===== config.mk =====
export PLATFORM = sky130hd
export DESIGN_NAME = tt_schedule_sequencer
export DESIGN_NICKNAME = d
export VERILOG_FILES = /design/src/rtl/tt_pkg.sv /design/src/rtl/tt_sched_table.sv /design/src/rtl/tt_schedule_sequencer.sv
export SDC_FILE = /design/constraint.sdc
export NUM_CORES = 1
export LEC_CHECK = 0
export CORE_ASPECT_RATIO = 1.4
export CORE_MARGIN = 8
export CORE_UTILIZATION = 38
export CTS_BUF_LIST = sky130_fd_sc_hd__clkbuf_2 sky130_fd_sc_hd__clkbuf_4 sky130_fd_sc_hd__clkbuf_8
export DETAILED_ROUTE_END_ITERATION = 8
export PLACE_DENSITY_LB_ADDON = 0.2
export SYNTH_ARGS = -nofsm -noshare
export SYNTH_HDL_FRONTEND = slang
export SYNTH_SLANG_ARGS = --single-unit

===== constraint.sdc =====
create_clock -name clk -period 28.2 [get_ports clk]
set_input_delay 2.82 -clock clk [delete_from_list [all_inputs] [get_ports clk]]
set_output_delay 2.82 -clock clk [all_outputs]
set_load 0.02 [all_outputs]

===== src/rtl/tt_pkg.sv =====
// Shared constants and types for the time-triggered schedule sequencer.
// Field positions follow the {port, offset} table entry layout.
package tt_pkg;

   localparam int TW       = 29;
   localparam int PW       = 3;
   localparam int PORT_MSB = 31;
   localparam int PORT_LSB = 29;
   localparam int OFS_MSB  = 28;

   localparam logic [TW-1:0] LATE_MIN = 29'd2;
   localparam logic [TW-1:0] LATE_MAX = 29'h1000_0000;

   typedef enum logic [1:0] {
      IDLE = 2'd0,
      ARM  = 2'd1,
      WAIT = 2'd2
   } state_t;

endpackage


===== src/rtl/tt_sched_table.sv =====
// DEPTH x 32 schedule register file.
// Synchronous write, asynchronous read, cleared by reset.
module tt_sched_table #(
   parameter int DEPTH = 8,
   parameter int AW    = 3
) (
   input  logic          clk,
   input  logic          rst,
   input  logic          we,
   input  logic [AW-1:0] waddr,
   input  logic [31:0]   wdata,
   input  logic [AW-1:0] raddr,
   output logic [31:0]   rdata
);

   logic [31:0] mem [DEPTH];

   always_ff @(posedge clk or posedge rst) begin
      if (rst) begin
         for (int i = 0; i < DEPTH; i++) begin
            mem[i] <= '0;
         end
      end else if (we) begin
         mem[waddr] <= wdata;
      end
   end

   assign rdata = mem[raddr];

endmodule


===== src/rtl/tt_schedule_sequencer.sv =====
// Time-triggered transmit schedule sequencer: walks the slot table,
// presents {port, abs_time} to the comparator and flags missed slots.
module tt_schedule_sequencer
   import tt_pkg::*;
#(
   parameter int DEPTH = 8,
   parameter int AW    = 3
) (
   input  logic          clk,
   input  logic          rst,
   input  logic [31:0]   GTB,
   input  logic          enable,
   input  logic          cfg_we,
   input  logic [AW-1:0] cfg_addr,
   input  logic [31:0]   cfg_data,
   input  logic [AW:0]   cfg_len,
   input  logic [TW-1:0] cfg_period,
   input  logic [TW-1:0] cfg_base,
   input  logic          fire,
   output logic [31:0]   schedule,
   output logic [AW-1:0] idx,
   output logic [15:0]   cycle_cnt,
   output logic          late,
   output logic          busy,
   output logic          cfg_err
);

   state_t        state;
   state_t        nstate;
   logic [AW:0]   len;
   logic [TW-1:0] period;
   logic [TW-1:0] cycle_base;
   logic [31:0]   entry;
   logic [TW-1:0] abs_t;
   logic [TW-1:0] d;
   logic          in_win;
   logic          adv;
   logic          last;
   logic          len_ok;
   logic          start;
   logic          tbl_we;
   logic          late_d;
   logic          err_d;
   logic          gtb_unused;

   assign gtb_unused = ^GTB[31:TW];

   tt_sched_table #(
      .DEPTH (DEPTH),
      .AW    (AW)
   ) u_table (
      .clk   (clk),
      .rst   (rst),
      .we    (tbl_we),
      .waddr (cfg_addr),
      .wdata (cfg_data),
      .raddr (idx),
      .rdata (entry)
   );

   assign tbl_we = cfg_we && (state == IDLE);
   assign abs_t  = cycle_base + entry[OFS_MSB:0];

   // d == 1 is the normal fire, so the late window opens at 2
   assign d      = GTB[TW-1:0] - schedule[TW-1:0];
   assign in_win = (d >= LATE_MIN) && (d < LATE_MAX);
   assign adv    = (state == WAIT) && (fire || in_win);
   assign last   = (idx == AW'(len - 1'b1));
   assign len_ok = (cfg_len != '0) && (cfg_len <= (AW+1)'(DEPTH));
   assign start  = (state == IDLE) && enable && len_ok;

   always_ff @(posedge clk or posedge rst) begin
      if (rst) begin
         state <= IDLE;
      end else begin
         state <= nstate;
      end
   end

   always_comb begin
      nstate = state;
      unique case (1'b1)
         state == IDLE: begin
            if (start) nstate = ARM;
         end
         state == ARM: begin
            nstate = WAIT;
         end
         state == WAIT: begin
            if (adv) nstate = enable ? ARM : IDLE;
            else if (!enable) nstate = IDLE;
         end
         default: nstate = IDLE;
      endcase
   end

   always_comb begin
      busy   = (state != IDLE);
      late_d = (state == WAIT) && !fire && in_win;
      err_d  = ((state == IDLE) && enable && !len_ok)
             || ((state != IDLE) && cfg_we);
   end

   always_ff @(posedge clk or posedge rst) begin
      if (rst) begin
         schedule   <= '0;
         idx        <= '0;
         cycle_cnt  <= '0;
         cycle_base <= '0;
         len        <= '0;
         period     <= '0;
         late       <= 1'b0;
         cfg_err    <= 1'b0;
      end else begin
         late    <= late_d;
         cfg_err <= err_d;
         if (start) begin
            len        <= cfg_len;
            period     <= cfg_period;
            cycle_base <= cfg_base;
            idx        <= '0;
         end
         if (state == ARM) begin
            schedule <= {entry[PORT_MSB:PORT_LSB], abs_t};
         end
         if (adv) begin
            if (last) begin
               idx        <= '0;
               cycle_base <= cycle_base + period;
               cycle_cnt  <= cycle_cnt + 16'd1;
            end else begin
               idx <= idx + 1'b1;
            end
         end
         if ((state != IDLE) && (nstate == IDLE)) begin
            schedule <= '0;
         end
      end
   end

endmodule


# Yosys cells after proc, flatten, opt, wreduce, memory -nomap -nowiden
# Cells that the tools add are included.
# word_totals
register_bits	372
in_bits	134
out_inout_bits	54
word_cells	76
# op_classes
addsub	6
magnitude_cmp	6
n_eq_ne	3
mux	19
n_bitwise	2
reduce_logical	23
# ops
operator	count
$bwmux W256	1
$mux W32	5
$bmux W32 S3	1
$demux W32 S3	1
$mux W29	3
$add A29 B29 Y29	2
$ge A29 B2 Y1 const B	1
$lt A29 B29 Y1 const B	1
$sub A29 B29 Y29	1
$add A16 B1 Y16 const B	1
$logic_and A1 B1 Y1	12
$mux W3	3
$ge A4 B4 Y1 const B	2
$not A3 Y4	2
$mux W2	3
$pmux W2 S3	1
$reduce_bool A2 Y1	3
$le A4 B4 Y1 const B	1
$logic_not A2 Y1	2
$lt A4 B1 Y1 const B	1
$reduce_bool A4 Y1	1
$add A3 B1 Y3 const B	1
$eq A3 B3 Y1	1
$sub A3 B1 Y3 const B	1
other kinds (6)	8

# Logic depth before layout (Yosys ltp)
# logic_depth
ltp_word	10
mapped_depth	18
mapped_depth_nobuf	15

# Cells and area by module
# From an unflattened synthesis, not the netlist that was laid out.
# unflattened
hier_cells	1920
area_unflattened_um2	21354.2
# modules_own_cells
module	n_inst	cells_per_inst	area_per_inst_um2	seq_area_each_um2
tt_sched_table	1	666	11651.2	6406.1
tt_schedule_sequencer	1	1254	9703.1	2902.8

# Worst setup path after synthesis
# Ideal clock, no wire load.
# synth_path
kind	input -> register
from	in GTB[0]
to	reg idx[2]
setup_ns	0.126
arrival_time_ns	5.801
required_time_ns	28.074
slack_ns	22.272
path_stages	15
cell_sequence	inv_1 > ha_1 > fa_1 > nand2b_1 > a21oi_1 > xor2_1 > a2111oi_0 > nand4_1 > nor4_2 > nand4_1 > or3_1 > and2_1 > buf_6 > o2111a_1 > a311o_1
# synth_between
elab_chain_cells	6
elab_cells_between_ends	8
# synth_rtl
item	line_no	text
from (decl)	tt_schedule_sequencer.sv:11	input logic [31:0] GTB,
$sub A29 B29 Y29 *	tt_schedule_sequencer.sv:65	assign d = GTB[TW-1:0] - schedule[TW-1:0];
$ge A29 B2 Y1 / $lt A29 B29 Y1 (equally long branches)	tt_schedule_sequencer.sv:66	assign in_win = (d >= LATE_MIN) && (d < LATE_MAX);
$logic_and A1 B1 Y1 *	tt_schedule_sequencer.sv:66	
$logic_or A1 B1 Y1 *	tt_schedule_sequencer.sv:67	assign adv = (state == WAIT) && (fire || in_win);
$logic_and A1 B1 Y1 *	tt_schedule_sequencer.sv:67	
$mux W3 / $reduce_bool A2 Y1 (equally long branches)	n/a	
to (signal assigned)	tt_schedule_sequencer.sv:132	idx <= idx + 1'b1;
to (decl)	tt_schedule_sequencer.sv:21	output logic [AW-1:0] idx,
# Mark *: on every way between the ends. The rest lies on a longest branch, timed or not.
# A chain may end at the register's enable or synchronous reset.

# Final worst setup path
# layout_path
from	in GTB[0]
to	reg cycle_cnt[12]
# layout_between
elab_chain_cells	6
elab_cells_between_ends	7
# layout_rtl
item	line_no	text
$sub A29 B29 Y29 *	tt_schedule_sequencer.sv:65	
$ge A29 B2 Y1 / $lt A29 B29 Y1 (equally long branches)	tt_schedule_sequencer.sv:66	
$logic_and A1 B1 Y1 *	tt_schedule_sequencer.sv:66	
$logic_or A1 B1 Y1 *	tt_schedule_sequencer.sv:67	
$logic_and A1 B1 Y1 *	tt_schedule_sequencer.sv:67	
$reduce_and A2 Y1 (no source line) *	n/a	
to (signal assigned)	tt_schedule_sequencer.sv:130	cycle_cnt <= cycle_cnt + 16'd1;
to (decl)	tt_schedule_sequencer.sv:22	output logic [15:0] cycle_cnt,
# Marks and branches as above.

==> load_flow_metrics.sql <==
INSERT INTO impl_metrics (metric_group, metric, value, unit) VALUES
('worst_setup_path', 'critPathCaptureType', 'flop', ''),
('global_route', 'initial_antenna_violation_count', '8', ''),
('min_path', 'hold_end', 'cycle_cnt[15]$_DFFE_PP0P_', ''),
('die', 'std_cell_rows', '101', ''),
('min_path', 'whs_path_depth', '1', ''),
('pwr', 'peakVddDrop', '0.04706', 'mV'),
('cells_and_area', 'area.sequential', '0.009315', 'mm2'),
('min_path', 'hold_start', 'cycle_cnt[15]$_DFFE_PP0P_', ''),
('logic_synthesis', 'synthesis.instances', '1862', ''),
('logic_synthesis', 'synth_sequential_area_ratio', '44.68', '%'),
('worst_setup_path', 'rrSetupSlack', '22.28', 'ns'),
('sta', 'finalHoldViolCount', '0', ''),
('clock_network', 'cts-root-to-sink-buffers', '3', ''),
('cells_and_area', 'final_nets', '2265', ''),
('sta', 'finalClockSkew', '0.05163', 'ns'),
('cells_and_area', 'layout_cells_sized_above_1', '23.94', '%'),
('drt', 'drt_wl_total', '59.92', 'mm'),
('cells_and_area', 'most-common-layout-cells', '369 x dfrtp_1, 286 x mux2_2, 249 x nand2_1', ''),
('logic_synthesis', 'synthesis.area_per_instance', '11.19', 'um2'),
('drt', 'drt_first_pass_iters', '5', ''),
('worst_setup_path', 'arrival', '7.33', 'ns'),
('logic_synthesis', 'post_synth_top_flop', 'dfrtp_1', ''),
('logic_synthesis', 'syn-num-nets', '2086', ''),
('placement', 'port_buffers', '184', ''),
('sta', 'slew_violations', '0', ''),
('worst_setup_path', 'critPathMaxFanout', '71', ''),
('clock_network', 'cts_setup_buffers', '0', ''),
('die', 'overall_die_area', '0.06268', 'mm2'),
('clock_network', 'cts.clk_slew.worst_paths', '0.06', 'ns'),
('logic_synthesis', 'yosysWarnings', '0', ''),
('cells_and_area', 'multi_input_area', '0.01094', 'mm2'),
('clock_network', 'numClockSinks', '372', ''),
('worst_setup_path', 'worst_flop_to_flop_path_endpoint', 'schedule[26]$_DFFE_PP0P_', ''),
('cells_and_area', 'layout.filler_cells', '5021', ''),
('die', 'design.core.area', '0.05421', 'mm2'),
('outcome', 'run_status', 'complete, no violations', ''),
('cells_and_area', 'mostFrequentLayoutCell', 'dfrtp_1', ''),
('sta', 'max_freq', '146.9', 'MHz'),
('placement', 'place_ws', '20.77', 'ns'),
('global_route', 'first_global_vias', '15870', ''),
('sta', 'timing.setup.tns', '0', 'ns'),
('die', 'die_w', '213.9', 'um'),
('pwr', 'power_density', '114.1', 'mW/mm2'),
('global_route', 'track_usage', '19.11', '%'),
('sta', 'setup_viol', '0', ''),
('clock_network', 'cts_resized', '0', ''),
('sta', 'tightest_slew', '0.9958', 'ns'),
('placement', 'place.detailed.hpwl', '42.24', 'mm'),
('clock_network', 'cts_hold_buf', '0', ''),
('die', 'die_height', '293.1', 'um'),
('logic_synthesis', 'yosys_register_bits', '372', ''),
('logic_synthesis', 'count_of_cell_types_in_the_netlist', '75', ''),
('worst_setup_path', 'cp_data_required_time', '28.73', 'ns'),
('drt', 'final_antenna_net_count', '0', ''),
('logic_synthesis', 'synth_largest_type_area_fraction', '44.68', '%'),
('clock_network', 'ctsRootBufferMaster', 'clkbuf_8', ''),
('cells_and_area', 'utilization', '45.65', '%'),
('global_route', 'grt_first_pass_wirelength', '93.12', 'mm'),
('global_route', 'grt_remaining_overflow', '0', ''),
('sta', 'post-route-period-util', '24.13', '%'),
('global_route', 'grt_start_max_net_pins', '183', ''),
('drt', 'route.detailed.drc', '0', ''),
('drt', 'vias', '15050', ''),
('worst_setup_path', 'cp_startpoint_kind', 'primary input', ''),
('logic_synthesis', 'post_synth_main_area_contributors', 'dfrtp_1 45%, mux2_2 15%, mux4_2 6.9%', ''),
('die', 'top_level_ports', '188', ''),
('logic_synthesis', 'synth_enable_flop_cells', '0', ''),
('run', 'timing.max_cap.violations', '0', ''),
('logic_synthesis', 'synth_top_cell_by_area', 'dfrtp_1', ''),
('worst_setup_path', 'crit_type', 'primary input to flop', ''),
('sta', 'setup_repair_after_global_routing_missed_its_margin', 'no', '');
==> synth_stat cells (all sizes together) (30+ instances only) <==
cell type / instances
dfrtp: 372
xor2: 37
xnor2: 40
mux2: 286
nand2: 249
a31oi: 30
nor2: 88
a21oi: 89
ha: 87
inv: 66
mux4: 64
clkbuf: 42
buf: 43
o21ai: 58
==> worst max-delay path by stage <==
stage / start / to
3_3_place_gp: GTB[0] / cycle_cnt[15]$_DFFE_PP0P_
6_report: GTB[0] / cycle_cnt[12]$_DFFE_PP0P_
4_1_cts: GTB[0] / cycle_cnt[12]$_DFFE_PP0P_
3_5_place_dp: GTB[0] / cycle_cnt[12]$_DFFE_PP0P_
5_1_grt: GTB[0] / cycle_cnt[14]$_DFFE_PP0P_
2_1_floorplan: rst / cfg_err$_DFF_PP0_
==> worst max-delay path, cell delays in order <==
cell and delay (ns):
clkdlybuf4s50_1 0.45, inv_1 0.04, ha_1 0.21, fa_1 0.39
nand2b_1 0.19, a21oi_2 0.39, nor3_2 0.14, o21ai_0 0.38
a311oi_1 0.17, nor4bb_1 0.46, nand4_1 0.25, o211ai_1 0.25
and2_2 0.21, buf_4 0.56, nor3_1 0.18, xor2_1 0.17
==> logic make-up after synthesis <==
group                      Yosys count  synth area share (%)
and+or+nand+nor                    490                 10.60
DFF                                372                 44.68
muxes                              361                 22.90
buffers and inverters              151                 2.859
AOI/OAI and AO/OA                  321                 10.21
adders and majority gates           90                 5.513
xor gates and xnor gates            77                 3.237
==> metal layers <==
| layer | GRT usage [%] | up-vias | wire length (um) |
|---|---|---|---|
| met1 | 23.30 | 7558 | 24730 |
| li1 | - | 7106 | - |
| met2 | 33.76 | 301 | 30570 |
| met5 | 0 | - | 27 |
| met4 | 5.309 | 4 | 1407 |
| met3 | 3.743 | 80 | 3182 |
==> cell type report <==
type | count | share of cell area [%]
Timing Repair Buffer | 203 | 8.069
Multi-Input combinational cell | 1339 | 44.20
Inverter | 66 | 1.031
Tap cell | 721 | 3.645
Clock inverter | 11 | 0.7331
Clock buffer | 93 | 4.616
Sequential cell | 372 | 37.64
Antenna cell | 6 | 0.06067
==> power breakdown <==
group | internal, W | switching, W
clock | 0.000294 | 0.000222
sequential | 0.000747 | 0.000174
combinational | 0.000683 | 0.000705
total | 0.00172 | 0.00110
==> stage by stage <==
stage,std cells,cell area (um2),power [W],hold WS (ns)
detailed placement,2701,23410,0.002320,0.4611
CTS,2805,24730,0.002851,0.4731
finish,2811,24750,0.002824,0.4764
global placement,2701,23410,0.002284,0.4589
global route,2806,24740,0.003040,0.4947
floorplan,1862,20840,0.001925,0.4523
==> sequential cells by signal, summed over array words and instances (netlist names) <==
name         count
cfg_err          1
len              3
u_table.mem    256
period          29
cycle_cnt       16
late             1
state            2
idx              3
schedule        32
cycle_base      29
No activity file was read; power rests on OpenSTA's default activity.
